===== config.mk =====
export PLATFORM = sky130hd
export DESIGN_NAME = fifo_wptr_full
export DESIGN_NICKNAME = d
export VERILOG_FILES = /design/src/rtl/fifo_wptr_full.sv
export SDC_FILE = /design/constraint.sdc
export NUM_CORES = 1
export LEC_CHECK = 0
export ABC_AREA = 1
export CAP_MARGIN = 20
export CORE_MARGIN = 2
export CORE_UTILIZATION = 42
export CTS_CLUSTER_DIAMETER = 40
export DETAILED_ROUTE_END_ITERATION = 16
export GPL_TIMING_DRIVEN = 1
export PLACE_DENSITY = 0.73
export SLEW_MARGIN = 40
export SYNTH_ARGS = -nofsm -noshare
export SYNTH_HDL_FRONTEND = slang
export SYNTH_SLANG_ARGS = --single-unit

===== constraint.sdc =====
create_clock -name clk -period 1.9 [get_ports clk]
set_clock_uncertainty 0.05 [all_clocks]
set_input_delay 0.38 -clock clk [delete_from_list [all_inputs] [get_ports clk]]
set_output_delay 0.38 -clock clk [all_outputs]
set_load 0.05 [all_outputs]

===== src/rtl/fifo_wptr_full.sv =====
// Write-side pointer and full-flag generator for the asynchronous FIFO.
// Optional fill level / almost-full outputs are built when FIFO_WPTR_AFULL_EN is defined.
module fifo_wptr_full #(
  parameter int ADDR_W       = 4,
  parameter int AFULL_THRESH = 2
) (
  input  logic              clk,
  input  logic              rst,
  input  logic              winc,
  input  logic [ADDR_W:0]   wq2_rptr,
  output logic [ADDR_W-1:0] waddr,
  output logic              wen,
  output logic [ADDR_W:0]   wptr,
  output logic              wfull
`ifdef FIFO_WPTR_AFULL_EN
  ,
  output logic [ADDR_W:0]   wlevel,
  output logic              walmost_full
`endif
);

  logic [ADDR_W:0] wbin_q, wbin_d;
  logic [ADDR_W:0] wptr_q, wptr_d;
  logic            wfull_q, wfull_d;

  // Full when the next write pointer has lapped the read pointer: in Gray code
  // that means the top two bits differ and all lower bits match.
  always_comb begin
    wen     = winc & ~wfull_q;
    wbin_d  = wbin_q + {{ADDR_W{1'b0}}, wen};
    wptr_d  = (wbin_d >> 1) ^ wbin_d;
    wfull_d = (wptr_d == {~wq2_rptr[ADDR_W:ADDR_W-1], wq2_rptr[ADDR_W-2:0]});
  end

  always_ff @(posedge clk or negedge rst) begin
    if (!rst) begin
      wbin_q  <= '0;
      wptr_q  <= '0;
      wfull_q <= 1'b0;
    end else begin
      wbin_q  <= wbin_d;
      wptr_q  <= wptr_d;
      wfull_q <= wfull_d;
    end
  end

  assign waddr = wbin_q[ADDR_W-1:0];
  assign wptr  = wptr_q;
  assign wfull = wfull_q;

`ifdef FIFO_WPTR_AFULL_EN
  localparam logic [ADDR_W:0] AFULL_LIMIT = (ADDR_W+1)'((2 ** ADDR_W) - AFULL_THRESH);

  logic [ADDR_W:0] rbin_s;
  logic [ADDR_W:0] wlevel_q, wlevel_d;
  logic            walmost_full_q, walmost_full_d;

  // The synchronized read pointer lags, so level and almost-full overestimate fill.
  always_comb begin
    rbin_s = wq2_rptr;
    for (int i = ADDR_W - 1; i >= 0; i--) begin
      rbin_s[i] = rbin_s[i+1] ^ wq2_rptr[i];
    end
    wlevel_d       = wbin_d - rbin_s;
    walmost_full_d = (wlevel_d >= AFULL_LIMIT);
  end

  always_ff @(posedge clk or negedge rst) begin
    if (!rst) begin
      wlevel_q       <= '0;
      walmost_full_q <= 1'b0;
    end else begin
      wlevel_q       <= wlevel_d;
      walmost_full_q <= walmost_full_d;
    end
  end

  assign wlevel       = wlevel_q;
  assign walmost_full = walmost_full_q;
`endif

endmodule


==> metrics.txt <==
First DRT Iteration DRCs=0; Yosys reg bits=10; post-DP HPWL=1047 µm; Die Area=0.001626 mm²; syn avg cell area=7.593 µm²; top cells by area, synth=dfrtp_1 45%, nand2_1 15%, nand3_1 11%, nand2_2 7.9%, inv_1 6.8%; Pre-antenna DRT Iters=1; Worst-Margin Slew=488.0 ps; worst min path class=primary input to asynchronous set/reset pin; largest stage delay on the critical path=790 ps; ys flop type=dfrtp_1; via/cell ratio=4.831; Final Hold Vio Count=0; buffer count from post-CTS setup fixing=0; Synth top area share=45.15%; ANT cells=0; CP delay by family, top=buffers and inverters; Finish-stage setup viols=0; vias in the first global route=468; CP Data Arrival Time=1370 ps; Routed WL=1215 µm; initial antenna violation count=0; yosys synthesis warning count=0; clock slew at reported path FFs=70 ps; I/O pin count=19; clock sinks=10; Slew headroom=67.36%; status=complete, no violations; Syn Inst Count=73; Min Clock Period, post-route=1803 ps; dpl cells=114; core area=0.001269 mm²; Worst-Skew Late Latency=260 ps; # Max-Cap Violations=0; CTS Buffer Depth=2; count leader, synth=nand2_1; EDFF count, synth=0; RSZ-0062 raised after global routing=false; CTS Buf Count=3; final setup margin=97.18 ps; final slew viol count=0; Post-Syn Nets=83; global route overflow=0; IO Port Bufs=18; Tcrit/Tclk final=94.89%; total area of sequential cells=251.5 µm²; slowest CP cell=clkdlybuf4s50_1; crit path kind=flip-flop to output port; CP required=1470 ps; Seq/Total Area, Yosys=45.15%; drt drc=0; Crit. End Element=output port; Root Buffer=clkbuf_4; ys async rst share=100.0%; first-pass GRT wire length=1876 µm; post-route ant nets=0; fillers=119; average wire per standard cell=10.30 µm; row cnt=13; multi-input combinational cell area=294.0 µm²; post-synth cell types=11; Die Y=40.33 µm; Initial Utilization=43.69%; Syn Std Cell Area=554.3 µm²; buffers and inverters on the worst path=1; pin count of the biggest net entering global routing=11; pre-CTS setup slack=-273.2 ps; CP Max Fanout=1; all-layer global routing usage=17.61%; vias after detailed routing=570; commonest cells in the netlist=22 x nand2_1, 12 x nand3_1, 10 x dfrtp_1, 10 x inv_1, 7 x nand2_2; H-tree depth=1; NumNets Final=114; CTS tree=done; RePlAce Congestion=0.7669; Setup crit start kind=flip-flop; f_max=554.7 MHz; CP cell instances=clkdlybuf4s50_1; share of cells above drive strength 1=36.89%; Synth area leader=dfrtp_1; P&R area growth vs syn=56.21%; die width=40.33 µm; Cell Count, Final, Fillers Out=118
==> final cells by class <==
cell class	instances	area share (%)
Multi-Input combinational cell	51	33.96
Sequential cell	10	29.05
Timing Repair Buffer	26	26.59
Inverter	12	5.202
Clock buffer	4	3.035
Tap cell	15	2.168
==> path summary, 6_finish.rpt <==
| kind | start | to | slack, ps | cells after the start |
|---|---|---|---|---|
| worst max-delay path | wptr[2]$_DFF_PN0_ | wptr[2] | 100 | 1 |
| min in group clk | winc | wbin_q[0]$_DFF_PN0_ | 500 | 4 |
| worst min register to register | wbin_q[0]$_DFF_PN0_ | wbin_q[0]$_DFF_PN0_ | 530 | 1 |
| max in group asynchronous | rst | wfull$_DFF_PN0_ | 1090 | 1 |
| worst min-delay path | rst | wptr[2]$_DFF_PN0_ | 380 | 1 |
| worst max register to register | wfull$_DFF_PN0_ | wfull$_DFF_PN0_ | 250 | 12 |
==> registers in the layout, summed over array words and instances, names as in the netlist <==
register / cells
wbin_q: 5
wfull: 1
wptr: 4
==> metal layers <==
layer / wire, µm / global-route usage, % / up-vias
met3: 17 / 1.667 / 0
li1: - / - / 296
met2: 645 / 27.78 / 7
met1: 552 / 23.21 / 267
met5: 0 / 0 / -
met4: 0 / 10.00 / 0
==> metrics by stage <==
step / util, % / hold WS (ps) / TNS [ps] / cell area [µm²]
after floorplan: - / 34.41 / -17.09 / 588.1
after global placement: 65.78 / 511.8 / -385.5 / 834.6
after detailed placement: 65.78 / 515.3 / -674.6 / 834.6
after CTS: 67.85 / 382.5 / 0 / 860.8
after global routing: 68.24 / 415.4 / 0 / 865.8
final: 68.24 / 377.0 / 0 / 865.8
==> repair_timing <==
item,CTS,global route
endpoints found under the setup margin,0,2
gates resized for setup,0,3
hold buffers,0,0
==> cell usage in the layout (no fill, tap or decap) <==
master	instances
clkbuf_4	3
nor2_2	1
clkdlybuf4s50_1	7
nand2_1	21
dfrtp_1	9
nand4_1	3
nand2_2	8
buf_12	1
clkbuf_1	1
ha_4	2
dlymetal6s2s_1	1
inv_2	4
nor2_4	1
buf_4	17
nand3b_1	2
nand3_1	12
inv_1	8
nor2_1	1
dfrtp_2	1
==> cell families after synthesis <==
kind of cell,Yosys count,synth area share (%)
flip-flops,10,45.15
AND/OR/NAND/NOR,49,42.21
buffers and inverters,12,8.128
adder cells (fa/ha/maj),2,4.514
Power is left out: the tool's default activity adds up to more than one toggle a clock period on the data nets, which glitch-free logic cannot reach.
